## config.mk

```make
export PLATFORM = sky130hd
export DESIGN_NAME = comma_word_aligner_flat
export DESIGN_NICKNAME = d
export VERILOG_FILES = /design/src/rtl/comma_word_aligner_if.sv /design/src/rtl/comma_word_aligner.sv /design/src/flat_wrapper.sv
export SDC_FILE = /design/constraint.sdc
export NUM_CORES = 1
export LEC_CHECK = 0
export ABC_CLOCK_PERIOD_IN_PS = 4130
export BUFFER_PORTS_ARGS = -buffer_cell sky130_fd_sc_hd__clkbuf_2
export CAP_MARGIN = 20
export CORE_MARGIN = 8
export CORE_UTILIZATION = 50
export CTS_CLUSTER_DIAMETER = 60
export DETAILED_ROUTE_END_ITERATION = 10
export HOLD_SLACK_MARGIN = 0.05
export PLACE_DENSITY = 0.69
export SLEW_MARGIN = 20
export SYNTH_ARGS = -nofsm -noshare
export SYNTH_HDL_FRONTEND = slang
export SYNTH_SLANG_ARGS = --single-unit
```

## constraint.sdc

```tcl
create_clock -name clk -period 4.13 [get_ports clk]
set_input_delay 0.2065 -clock clk [delete_from_list [all_inputs] [get_ports clk]]
set_output_delay 0.2065 -clock clk [all_outputs]
set_load 0.03 [all_outputs]
```

## src/rtl/comma_word_aligner_if.sv

```systemverilog
// comma_word_aligner_if: raw deserializer word in, aligned symbol and link status out
interface comma_word_aligner_if;
  logic [9:0] data_in;
  logic [9:0] data_out;
  logic data_valid;
  logic comma_det;
  logic locked;
  logic [3:0] offset;
  logic [15:0] realign_cnt;
  modport master (output data_in, input data_out, data_valid, comma_det, locked, offset, realign_cnt);
  modport slave (input data_in, output data_out, data_valid, comma_det, locked, offset, realign_cnt);
endinterface

```

## src/rtl/comma_word_aligner.sv

```systemverilog
// comma_word_aligner: K28.5 comma search, hysteretic lock and word alignment of the raw deserializer stream
module comma_word_aligner #(
  parameter logic [9:0] COMMA_N = 10'b0011111010,
  parameter logic [9:0] COMMA_P = 10'b1100000101,
  parameter int LOCK_CNT = 4,
  parameter int UNLOCK_CNT = 4,
  parameter int VERIFY_TIMEOUT = 1024,
  parameter logic [15:0] REALIGN_MAX = 16'hFFFF
) (
  input logic clk,
  input logic rst,
  comma_word_aligner_if.slave bus
);
  localparam logic [1:0] HUNT = 2'd0;
  localparam logic [1:0] VERIFY = 2'd1;
  localparam logic [1:0] LOCKED = 2'd2;
  localparam int TW = $clog2(VERIFY_TIMEOUT) + 1;
  logic [1:0] state;
  logic [9:0] cur_q, prev_q, match;
  logic [9:0] cand [10];
  logic [3:0] off_q, low_k, good_cnt, bad_cnt;
  logic [TW-1:0] timer;
  logic [19:0] w;
  assign w = {prev_q, cur_q};
  for (genvar i = 0; i < 10; i++) begin : g_cand
    assign cand[i] = w[19-i -: 10];
    assign match[i] = cand[i] == COMMA_N || cand[i] == COMMA_P;
  end
  assign bus.locked = state == LOCKED;
  assign bus.offset = off_q;
  // lowest matching offset wins when several bit positions hold a comma
  always_comb begin
    low_k = 4'd0;
    for (int j = 9; j >= 0; j--) if (match[j]) low_k = 4'(j);
  end
  // two-word window pipeline and the aligned output stage
  always_ff @(posedge clk) begin
    if (rst) begin
      cur_q <= '0;
      prev_q <= '0;
      bus.data_out <= '0;
      bus.comma_det <= 1'b0;
      bus.data_valid <= 1'b0;
    end else begin
      cur_q <= bus.data_in;
      prev_q <= cur_q;
      bus.data_out <= cand[off_q];
      bus.comma_det <= match[off_q];
      bus.data_valid <= state == LOCKED;
    end
  end
  // hunt / verify / locked alignment state machine with hysteresis
  always_ff @(posedge clk) begin
    if (rst) begin
      state <= HUNT;
      off_q <= '0;
      good_cnt <= '0;
      bad_cnt <= '0;
      timer <= '0;
      bus.realign_cnt <= '0;
    end else begin
      case (state)
        HUNT: if (|match) begin
          state <= LOCK_CNT == 1 ? LOCKED : VERIFY;
          off_q <= low_k;
          good_cnt <= 4'd1;
          bad_cnt <= '0;
          timer <= '0;
        end
        VERIFY: if (match[off_q]) begin
          good_cnt <= good_cnt + 4'd1;
          timer <= '0;
          if (good_cnt + 4'd1 == 4'(LOCK_CNT)) state <= LOCKED;
        end else if (|match) begin
          off_q <= low_k;
          good_cnt <= 4'd1;
          timer <= '0;
        end else if (timer == TW'(VERIFY_TIMEOUT - 1)) begin
          state <= HUNT;
          timer <= '0;
        end else begin
          timer <= timer + TW'(1);
        end
        LOCKED: if (match[off_q]) begin
          bad_cnt <= '0;
        end else if (|match) begin
          if (bad_cnt + 4'd1 == 4'(UNLOCK_CNT)) begin
            state <= HUNT;
            bad_cnt <= '0;
            bus.realign_cnt <= bus.realign_cnt == REALIGN_MAX ? bus.realign_cnt : bus.realign_cnt + 16'd1;
          end else begin
            bad_cnt <= bad_cnt + 4'd1;
          end
        end
        default: state <= HUNT;
      endcase
    end
  end
endmodule

```

## src/flat_wrapper.sv

```systemverilog
// flat-port wrapper written by rule: the top's interface ports become plain ports
module comma_word_aligner_flat 
#(
  parameter logic [9:0] COMMA_N = 10'b0011111010,
  parameter logic [9:0] COMMA_P = 10'b1100000101,
  parameter int LOCK_CNT = 4,
  parameter int UNLOCK_CNT = 4,
  parameter int VERIFY_TIMEOUT = 1024,
  parameter logic [15:0] REALIGN_MAX = 16'hFFFF
)
  (clk, rst, bus_data_in, bus_data_out, bus_data_valid, bus_comma_det, bus_locked, bus_offset, bus_realign_cnt);
  comma_word_aligner_if bus_i ();
  input logic clk;
  input logic rst;
  input wire logic [$bits(bus_i.data_in)-1:0] bus_data_in;
  output wire logic [$bits(bus_i.data_out)-1:0] bus_data_out;
  output wire logic [$bits(bus_i.data_valid)-1:0] bus_data_valid;
  output wire logic [$bits(bus_i.comma_det)-1:0] bus_comma_det;
  output wire logic [$bits(bus_i.locked)-1:0] bus_locked;
  output wire logic [$bits(bus_i.offset)-1:0] bus_offset;
  output wire logic [$bits(bus_i.realign_cnt)-1:0] bus_realign_cnt;
  assign bus_i.data_in = bus_data_in;
  assign bus_data_out = bus_i.data_out;
  assign bus_data_valid = bus_i.data_valid;
  assign bus_comma_det = bus_i.comma_det;
  assign bus_locked = bus_i.locked;
  assign bus_offset = bus_i.offset;
  assign bus_realign_cnt = bus_i.realign_cnt;
  comma_word_aligner #(.COMMA_N(COMMA_N), .COMMA_P(COMMA_P), .LOCK_CNT(LOCK_CNT), .UNLOCK_CNT(UNLOCK_CNT), .VERIFY_TIMEOUT(VERIFY_TIMEOUT), .REALIGN_MAX(REALIGN_MAX)) u_core (.clk(clk), .rst(rst), .bus(bus_i));
endmodule
```

==> results of run 1 <==
worst min path at each step:
stage / slack (ns) / cells past startpoint / end
2_1_floorplan: 0.33 / 1 / u_core.cur_q[0]$_SDFF_PP0_
3_3_place_gp: 0.41 / 2 / u_core.cur_q[3]$_SDFF_PP0_
3_5_place_dp: 0.42 / 2 / u_core.cur_q[5]$_SDFF_PP0_
4_1_cts: 0.05 / 2 / u_core.cur_q[5]$_SDFF_PP0_
5_1_grt: 0.07 / 2 / u_core.cur_q[4]$_SDFF_PP0_
6_report: 0.06 / 2 / u_core.cur_q[5]$_SDFF_PP0_
per-layer routing:
metal	global-route usage, %	share of wire [%]	vias to the layer above
met3	4.14	5.6	14
met2	29.9	47	93
met4	7.14	1.4	0
met1	23.8	46	1782
met5	0	0	-
li1	-	-	1869
area by class of cell:
class                           count  area, µm²
Clock buffer                       11        141
Tap cell                          108        135
Sequential cell                    73       1460
Clock inverter                      5       78.8
Multi-Input combinational cell    366       2600
Timing Repair Buffer               48        250
Fill cell                         810       3830
Inverter                           12       45.0
flip-flops by register name, indices dropped and copies added (netlist names):
register                count
u_core.bad_cnt              4
u_core.bus.data_valid       1
u_core.state                2
u_core.cur_q               10
u_core.bus.data_out        10
u_core.bus.offset           4
u_core.timer               11
u_core.bus.realign_cnt     16
u_core.prev_q              10
u_core.bus.comma_det        1
u_core.good_cnt             4
through the flow:
step                power (µW)  cells  setup WS (ns)
floorplan                  813    487           1.00
global placement           833    607          0.620
detailed placement         835    607          0.529
CTS                       1450    623          0.510
global route              1500    623         0.0855
finish                    1440    623          0.436
cells in the final DEF (no fill, tap or decap), types with 9 or more instances in the layout:
cell type / n
nor2b_1: 24
nand2b_1: 9
clkbuf_2: 44
clkbuf_8: 10
inv_1: 12
nor3_1: 10
o22a_1: 10
o21ai_0: 13
mux4_2: 10
nor2_1: 40
a21oi_1: 27
dfxtp_1: 73
nand3_1: 21
nand2_1: 25
mux2i_1: 27
or3_1: 10
logic make-up after synthesis:
logic type	Yosys count	share of synthesized area [%]
flip-flops	73	34.0
AND/OR/NAND/NOR	223	30.9
buffers and inverters	48	5.50
multiplexers	39	12.0
adder cells (fa/ha/maj)	5	1.45
XOR/XNOR	4	0.815
AO/OA/AOI/OAI	95	15.3
power by group:
group	internal [µW]	switching [µW]	leakage, µW
Combinational	35.6	42.1	0.000983
Clock	356	263	0.000113
Sequential	716	25.9	0.000593
Total	1110	331	0.00169
==> results.toml, run 1 <==
[run_status]
status = "finished, final reports clean"

[logic_synthesis]
ys_async_sr_fraction_pct = 0
netlist_instances = 487
synth_edf_count = 0
yosys.area.top_type = "dfxtp_1"
synthTopCellsByArea = "dfxtp_1 34%, mux2i_1 6.3%, mux4_2 5.2%"
synthTopCellsByCount = "73 x dfxtp_1, 40 x nor2_1, 27 x a21oi_1, 27 x mux2i_1, 25 x nand2_1"
syn_area_per_cell_um2 = 8.83
ys_ff_latch = 73
synth.net_count = 504
synth_top_flop_cell = "dfxtp_1"
netlist-cell-type-count = 67
synth_top_area_share_pct = 34.0
yosysWarnings = 0
syn_area_um2 = 4300
yosysMostFrequentCell = "dfxtp_1"
ys_seq_area_share_pct = 34.0

[worst_setup_path]
path_class = "reg2reg"
path_delay_family = "simple AND/OR/NAND/NOR gates"
crit_start = "u_core.cur_q[9]$_SDFF_PP0_"
r2r_cells = 8
critPathMaxStageDelay_ns = 0.83
cp_slowest_cell = "nor3_2"
crit_buf_inv = 0
cp.depth = 8
cp-end-kind = "flip-flop"
crit_top_cell = "nor4_1"
path_cells = "or2b_1, nor4_1, a32o_1, or4_1, nor3_2, nand4b_1, nor4_1, a21o_1"
rr_endpoint = "u_core.timer[5]$_SDFFE_PP0P_"
worstPathArrival_ns = 4.00
endpoint = "u_core.timer[5]$_SDFFE_PP0P_"
worst-path-max-fanout = 19
ff2ff_setup_slack_ns = 0.44
startpoint_type = "flip-flop"
required_ns = 4.44
regToRegStartpoint = "u_core.cur_q[9]$_SDFF_PP0_"

[sta]
skew_ns = 0.0138
rsz0062_at_grt = "false"
slew_violations = 0
slew_headroom_pct = 32.3
holdWs_ns = 0.0637
setup_viol = 0
hold_viol_final = 0
worstMarginPinSlew_ns = 1.01
final.min_clock_period_ns = 3.69
min_period_over_period_pct = 89.4
max_freq_ghz = 0.271
fin_setup_tns_ns = 0

[cts]
cts.clk_slew.worst_paths_ns = 0.08
clock_latency_ns = 0.35
cts_root_buffer = "clkbuf_8"
clock_sinks = 73
cts_hold_buf = 0
cts_resized = 0
numCtsBuffers = 9
cts_setup_buffers = 0
cts.htree.levels = 3
cts_tree = "built"
cts_buffer_depth = 2

[global_route]
grt_pass1_wl_um = 17800
grt_max_degree = 40
antenna_found_initial = 0
gr-total-overflow = 0
grt_pass1_vias = 3803
grt_util_all_layers_pct = 18.6

[power_and_ir_drop]
p_leak_uw = 0.00169
p_per_area_nw_per_um2 = 305
ir_drop_v = 0.000167

[min_path]
holdCritStartpoint = "bus_data_in[5]"
hp-class = "in2reg"

[detailed_routing]
drtIter0Drc = 258
first_pass_iters = 4
num_vias = 3758
wl_per_cell_um = 16.6
vias_per_cell = 6.03
postRouteAntennaNets = 0
wl_um = 10300
drc = 0

[floorplan]
die_area_um2 = 11800
fp.dieH_um = 109
row_count = 34
die_w_um = 109
io_pins = 45
core-area_um2 = 8550
start_util_pct = 50.3

[layout]
final_core_util_pct = 55.2
drive_gt1_share_pct = 18.3
area_delta_synth_final_pct = 9.66
layout.nets = 527
final_area_um2 = 4720
n_antenna_cell = 0

[placed_design]
routabilityCongestion = 0.935
portBuffers = 44
place_area_um2 = 4490
post-dp-hpwl_um = 7420

[run]
max-cap-violations = 0
Power figures use the tool's default switching activity.
==> run 2, diff against run 1 <==
--- a/config.mk
+++ b/config.mk
@@ -8,12 +8,13 @@
 export ABC_CLOCK_PERIOD_IN_PS = 4130
 export BUFFER_PORTS_ARGS = -buffer_cell sky130_fd_sc_hd__clkbuf_2
 export CAP_MARGIN = 20
-export CORE_MARGIN = 8
-export CORE_UTILIZATION = 50
+export CELL_PAD_IN_SITES_DETAIL_PLACEMENT = 1
+export CELL_PAD_IN_SITES_GLOBAL_PLACEMENT = 1
+export CORE_UTILIZATION = 45
 export CTS_CLUSTER_DIAMETER = 60
 export DETAILED_ROUTE_END_ITERATION = 10
 export HOLD_SLACK_MARGIN = 0.05
-export PLACE_DENSITY = 0.69
+export PLACE_DENSITY_LB_ADDON = 0.1
 export SLEW_MARGIN = 20
 export SYNTH_ARGS = -nofsm -noshare
 export SYNTH_HDL_FRONTEND = slang
==> run 2 against run 1 <==
  * Sequential power hardly changed
  * Combinational power is 1% higher
  * Worst setup slack better by 0.18 ns
  * First-iteration DRC count is 63% lower
  * Final cell count is 3.5% higher
  * Clock power is 17% lower
  * Critical path depth stayed put
  * Via count is 3.9% higher
  * Final area is 0.13% lower
  * Non-clock buffer count is 1 higher
  * Hold slack worse by 0.0032 ns
  * Clock skew is 0.0062 ns lower
  * Critical endpoint unchanged
==> results.toml, run 2 (synthesis results as in run 1) <==
[detailed_routing]
wl_per_cell_um = 18.0
drc = 0
postRouteAntennaNets = 0
drtIter0Drc = 95
num_vias = 3903
first_pass_iters = 4
wl_um = 11600
vias_per_cell = 6.05

[floorplan]
die_w_um = 99.8
fp.dieH_um = 99.8
io_pins = 45
start_util_pct = 46.5
core-area_um2 = 9240
row_count = 35
die_area_um2 = 9950

[placed_design]
post-dp-hpwl_um = 8250
portBuffers = 44
routabilityCongestion = 0.886
place_area_um2 = 4530
place_inst = 629

[global_route]
grt_max_degree = 48
antenna_found_initial = 0
gr-total-overflow = 0
grt_pass1_wl_um = 19600
grt_pass1_vias = 4001
grt_util_all_layers_pct = 25.0

[power_and_ir_drop]
p_sw_uw = 334
ir_drop_v = 0.000231
seqPwrFrac_pct = 55.6
p_sw_share_pct = 25.0
p_leak_uw = 0.00167
combPwrFrac_pct = 5.9
p_int_uw = 1000
p_per_area_nw_per_um2 = 284
p_clk_share_pct = 38.5
finalPower_uw = 1340

[cts]
cts.htree.levels = 3
cts_tree = "built"
cts_setup_buffers = 0
clock_sinks = 73
cts_resized = 0
cts_hold_buf = 0
cts_root_buffer = "clkbuf_8"
cts.clk_slew.worst_paths_ns = 0.07
cts_buffer_depth = 2
clock_latency_ns = 0.36
numCtsBuffers = 9

[run_status]
status = "finished, final reports clean"

[sta]
final.min_clock_period_ns = 3.51
min_period_over_period_pct = 85.0
fin_setup_tns_ns = 0
slew_headroom_pct = 35.1
setup_viol = 0
holdWs_ns = 0.0605
rsz0062_at_grt = "false"
worstMarginPinSlew_ns = 0.974
max_freq_ghz = 0.285
hold_viol_final = 0
slew_violations = 0
skew_ns = 0.00759

[layout]
layout.nets = 528
n_antenna_cell = 0
layout.cells.non_filler = 645
mostFrequentLayoutCell = "dfxtp_1"
top_register = "u_core.bus.realign_cnt"
layout_common_cells = "73 x dfxtp_1, 44 x clkbuf_2, 40 x nor2_1"
final_area_um2 = 4710
drive_gt1_share_pct = 18.0
top_regs = "u_core.bus.realign_cnt x16, u_core.timer x11"
area_delta_synth_final_pct = 9.51
largest_register_ffs = 16

[worst_setup_path]
cp-end-kind = "flip-flop"
worstPathArrival_ns = 3.81
crit_top_cell = "nor4_1"
path_class = "reg2reg"
critPathMaxStageDelay_ns = 0.70
path_cells = "or2b_1, nor4_1, a32o_1, or4_1, nor3_4, nand4b_1, nor4_1, a21o_1"
required_ns = 4.43
worst-path-max-fanout = 19
startpoint_type = "flip-flop"
crit_buf_inv = 0
path_delay_family = "simple AND/OR/NAND/NOR gates"
cp_slowest_cell = "dfxtp_1"

[min_path]
hp-class = "in2reg"

[run]
max-cap-violations = 0
[run 2: power by group through the flow]
stage | Combinational (µW) | Clock [µW] | Sequential (µW)
4_1_cts | 79.5 | 536 | 742
5_1_grt | 86.9 | 563 | 744
3_5_place_dp | 79.0 | 0 | 758
6_report | 78.7 | 515 | 743
2_1_floorplan | 68.3 | 0 | 744
3_3_place_gp | 77.6 | 0 | 757
[run 2: per-stage QoR]
step / util, % / setup slack, ns
detailed placement: 49.0 / 0.303
global route: 51.0 / 0.324
global placement: 49.0 / 0.519
finish: 51.0 / 0.621
floorplan: - / 1.00
CTS: 50.9 / 0.293
[run 2: path summary, 6_finish.rpt]
kind / start / to / slack (ns) / depth (start not counted)
setup / recovery: u_core.cur_q[9]$_SDFF_PP0_ / u_core.timer[5]$_SDFFE_PP0P_ / 0.62 / 8
hold / removal: bus_data_in[0] / u_core.cur_q[0]$_SDFF_PP0_ / 0.06 / 2
setup reg to reg: u_core.cur_q[9]$_SDFF_PP0_ / u_core.timer[5]$_SDFFE_PP0P_ / 0.62 / 8
hold reg to reg: u_core.cur_q[0]$_SDFF_PP0_ / u_core.prev_q[0]$_SDFF_PP0_ / 0.46 / 1
[run 2: worst reg2reg max path, cell delays in order, from the launching register on]
cell	delay, ns
dfxtp_1	0.70
or2b_1	0.25
nor4_1	0.07
a32o_1	0.27
or4_1	0.52
nor3_4	0.62
nand4b_1	0.51
nor4_1	0.41
a21o_1	0.13
[run 2: layer usage]
| layer | track usage, % | wire (µm) | vias up |
|---|---|---|---|
| li1 | - | - | 1872 |
| met1 | 29.1 | 4940 | 1931 |
| met2 | 44.4 | 6000 | 77 |
| met3 | 5.20 | 412 | 23 |
| met4 | 10.3 | 264 | 0 |
| met5 | 0 | 0 | - |
[run 2: area by class of cell]
class	count	area (µm²)
Clock inverter	2	12.5
Fill cell	1105	4530
Timing Repair Buffer	49	258
Sequential cell	73	1460
Clock buffer	14	163
Tap cell	129	161
Inverter	12	45.0
Multi-Input combinational cell	366	2610
==> run 3, diff against run 2 <==
--- a/config.mk
+++ b/config.mk
@@ -5,12 +5,13 @@
 export SDC_FILE = /design/constraint.sdc
 export NUM_CORES = 1
 export LEC_CHECK = 0
-export ABC_CLOCK_PERIOD_IN_PS = 4130
+export ABC_AREA = 1
+export ABC_CLOCK_PERIOD_IN_PS = 2830
 export BUFFER_PORTS_ARGS = -buffer_cell sky130_fd_sc_hd__clkbuf_2
 export CAP_MARGIN = 20
 export CELL_PAD_IN_SITES_DETAIL_PLACEMENT = 1
 export CELL_PAD_IN_SITES_GLOBAL_PLACEMENT = 1
-export CORE_UTILIZATION = 45
+export CORE_UTILIZATION = 38
 export CTS_CLUSTER_DIAMETER = 60
 export DETAILED_ROUTE_END_ITERATION = 10
 export HOLD_SLACK_MARGIN = 0.05
==> constraint.sdc (replaced) <==
create_clock -name clk -period 2.83 [get_ports clk]
set_input_delay 0.1415 -clock clk [delete_from_list [all_inputs] [get_ports clk]]
set_output_delay 0.1415 -clock clk [all_outputs]
set_load 0.03 [all_outputs]
==> run 3 against run 2 <==
  * Sequential power rose by 49%
  * Total power is 120% higher
  * Non-clock buffer count rose by 14
  * Critical endpoint is now u_core.bus.realign_cnt[13]$_SDFFE_PP0P_
==> results.toml, run 3 <==
[detailed_routing]
vias_per_cell = 5.21
num_vias = 4650
wl_per_cell_um = 15.3
drtIter0Drc = 243
highest_layer = "met4"
wl_um = 13700
first_pass_iters = 4
drc = 0
postRouteAntennaNets = 0
route.met2.wl_um = 6700
wl_met3_um = 476
met1_length_um = 6210

[floorplan]
io_pins = 45
fp.dieH_um = 110
die_area_um2 = 12100
die_w_um = 110
row_count = 39
start_util_pct = 38.9
core-area_um2 = 11400

[run_status]
status = "finished, final reports clean"

[cts]
cts_tree = "built"
cts_root_buffer = "clkbuf_16"
cts.htree.levels = 3
clock_latency_ns = 0.34
cts_setup_buffers = 0
numCtsBuffers = 9
clock_sinks = 73
cts_buffer_depth = 2
cts.clk_slew.worst_paths_ns = 0.06

[logic_synthesis]
ys_async_sr_fraction_pct = 0
synth_top_flop_cell = "dfxtp_1"
syn_area_um2 = 4440
yosys.area.top_type = "dfxtp_1"
netlist-cell-type-count = 46
syn_area_per_cell_um2 = 6.43
netlist_instances = 690
yosysWarnings = 0
synthTopCellsByArea = "dfxtp_1 33%, nand2_1 14%, nor2_1 8.6%"
synth_top_area_share_pct = 32.9
synth.net_count = 707
yosysMostFrequentCell = "nand2_1"
ys_seq_area_share_pct = 32.9
ys_ff_latch = 73
synthTopCellsByCount = "160 x nand2_1, 102 x nor2_1, 73 x dfxtp_1, 73 x inv_1, 68 x nand3_1"
synth_edf_count = 0

[sta]
rsz0062_at_grt = "false"
slew_headroom_pct = 58.7
max_freq_ghz = 0.426
hold_viol_final = 0
setup_viol = 0
min_period_over_period_pct = 83.0
slew_violations = 0
skew_ns = 0.00446
worstMarginPinSlew_ns = 0.617
final.min_clock_period_ns = 2.35
fin_setup_tns_ns = 0

[run]
max-cap-violations = 0

[worst_setup_path]
rr_endpoint = "u_core.bus.realign_cnt[13]$_SDFFE_PP0P_"
crit_buf_inv = 2
worst-path-max-fanout = 16
cp-end-kind = "flip-flop"
path_class = "reg2reg"
cp_slowest_cell = "dfxtp_1"
worstPathArrival_ns = 2.59
path_delay_family = "simple AND/OR/NAND/NOR gates"
startpoint_type = "flip-flop"
regToRegStartpoint = "u_core.prev_q[2]$_SDFF_PP0_"
ff2ff_setup_slack_ns = 0.48
crit_top_cell = "nor2_1"
r2r_cells = 14
critPathMaxStageDelay_ns = 0.38
path_cells = "nor2_1, inv_1, nor2_1, nand3_1, nand2_1, nor2_2, nand3_2, nor2_8, inv_6, nand3_4, nor2_8, nand2_1, nor3_1, nor2_1"
required_ns = 3.07

[global_route]
grt_pass1_vias = 4662
antenna_found_initial = 0
grt_util_all_layers_pct = 24.5
grt_pass1_wl_um = 22700
grt_max_degree = 55
gr-total-overflow = 0

[layout]
n_antenna_cell = 0
mostFrequentLayoutCell = "nand2_1"
drive_gt1_share_pct = 15.6
top_register = "u_core.bus.realign_cnt"
multi_input_area_um2 = 2550
final_core_util_pct = 46.2
layout.nets = 761
largest_register_ffs = 16
fillers = 1530
top_regs = "u_core.bus.realign_cnt x16, u_core.timer x11"
area_delta_synth_final_pct = 19.0
regArea_um2 = 1460
layout_common_cells = "160 x nand2_1, 102 x nor2_1, 73 x inv_1, 73 x dfxtp_1, 68 x nand3_1"
final_area_um2 = 5280

[placed_design]
routabilityCongestion = 0.903
post-dp-hpwl_um = 10400
portBuffers = 44
place_area_um2 = 4810

[power_and_ir_drop]
ir_drop_v = 0.000351
finalPower_uw = 2920
p_leak_uw = 0.00235
p_per_area_nw_per_um2 = 554

[min_path]
holdCritStartpoint = "rst"
hold_depth = 3
whs_endpoint = "u_core.bus.comma_det$_SDFF_PP0_"
hp-class = "in2reg"
## run 3: changes by cell type after synthesis, sizes merged, moves of 12 or more
cell	delta
inv	+73
o21ai	+30
buf	-12
nand3	+55
a21oi	+20
nand2	+142
nor2	+70
mux2i	-26
nor2b	-24
## run 3: power breakdown
part	switching, µW	internal [µW]
Combinational	278	122
Clock	461	951
Sequential	45.4	1070
## run 3: worst max path at each step
stage | start | to | slack (ns) | depth (start not counted)
after floorplan | u_core.bus.realign_cnt[0]$_SDFFE_PP0P_ | u_core.bus.realign_cnt[6]$_SDFFE_PP0P_ | 0.71 | 10
after global placement | u_core.cur_q[7]$_SDFF_PP0_ | u_core.bus.realign_cnt[13]$_SDFFE_PP0P_ | 0.55 | 13
after detailed placement | u_core.prev_q[2]$_SDFF_PP0_ | u_core.bus.realign_cnt[13]$_SDFFE_PP0P_ | 0.52 | 14
after CTS | u_core.prev_q[2]$_SDFF_PP0_ | u_core.bus.realign_cnt[13]$_SDFFE_PP0P_ | 0.49 | 14
after global routing | u_core.prev_q[2]$_SDFF_PP0_ | u_core.bus.realign_cnt[13]$_SDFFE_PP0P_ | 0.20 | 14
final | u_core.prev_q[2]$_SDFF_PP0_ | u_core.bus.realign_cnt[13]$_SDFFE_PP0P_ | 0.48 | 14
## run 3: per-layer routing
layer	GRT usage [%]	vias to the layer above
li1	-	2345
met1	29.4	2204
met2	42.3	78
met3	6.23	23
met4	8.76	0
met5	0	-
## run 3: logic make-up (layout without fill, tap and decap cells)
family	count (synthesis)	after routing	synth area share [%]
flip-flops	73	73	32.9
XOR/XNOR	9	9	1.78
AND/OR/NAND/NOR	389	389	41.0
adder cells (fa/ha/maj)	5	5	1.41
buffers and inverters	107	166	9.56
AO/OA/AOI/OAI	106	106	13.1
multiplexers	1	1	0.226
## run 3: area by class of cell
| cell class | count | area share, % |
|---|---|---|
| clock buffers | 9 | 4.27 |
| clock inverters | 7 | 2.70 |
| inverters | 87 | 6.28 |
| multi-input cells | 510 | 48.3 |
| flip-flops and latches | 73 | 27.7 |
| well taps | 143 | 3.39 |
| repair buffers | 63 | 7.35 |
## run 3: tightest hold or removal path, delay by kind of cell
family,cells,cell delay [ns]
AND/OR/NAND/NOR,1,0.15
buffers and inverters,2,0.38
## run 3: metrics by stage
stage / cells / hold WS (ns) / worst slack [ns]
finish: 892 / 0.382 / 0.481
floorplan: 690 / 0.248 / 0.709
CTS: 892 / 0.406 / 0.493
global placement: 866 / 0.333 / 0.547
global route: 892 / 0.429 / 0.195
detailed placement: 866 / 0.341 / 0.525
## run 3: what timing repair did
item / CTS / global route
hold buffers: 10 / 0
endpoints found under the hold margin: 10 / 0
setup endpoints to repair: 0 / 0
gates resized for setup: 0 / 0
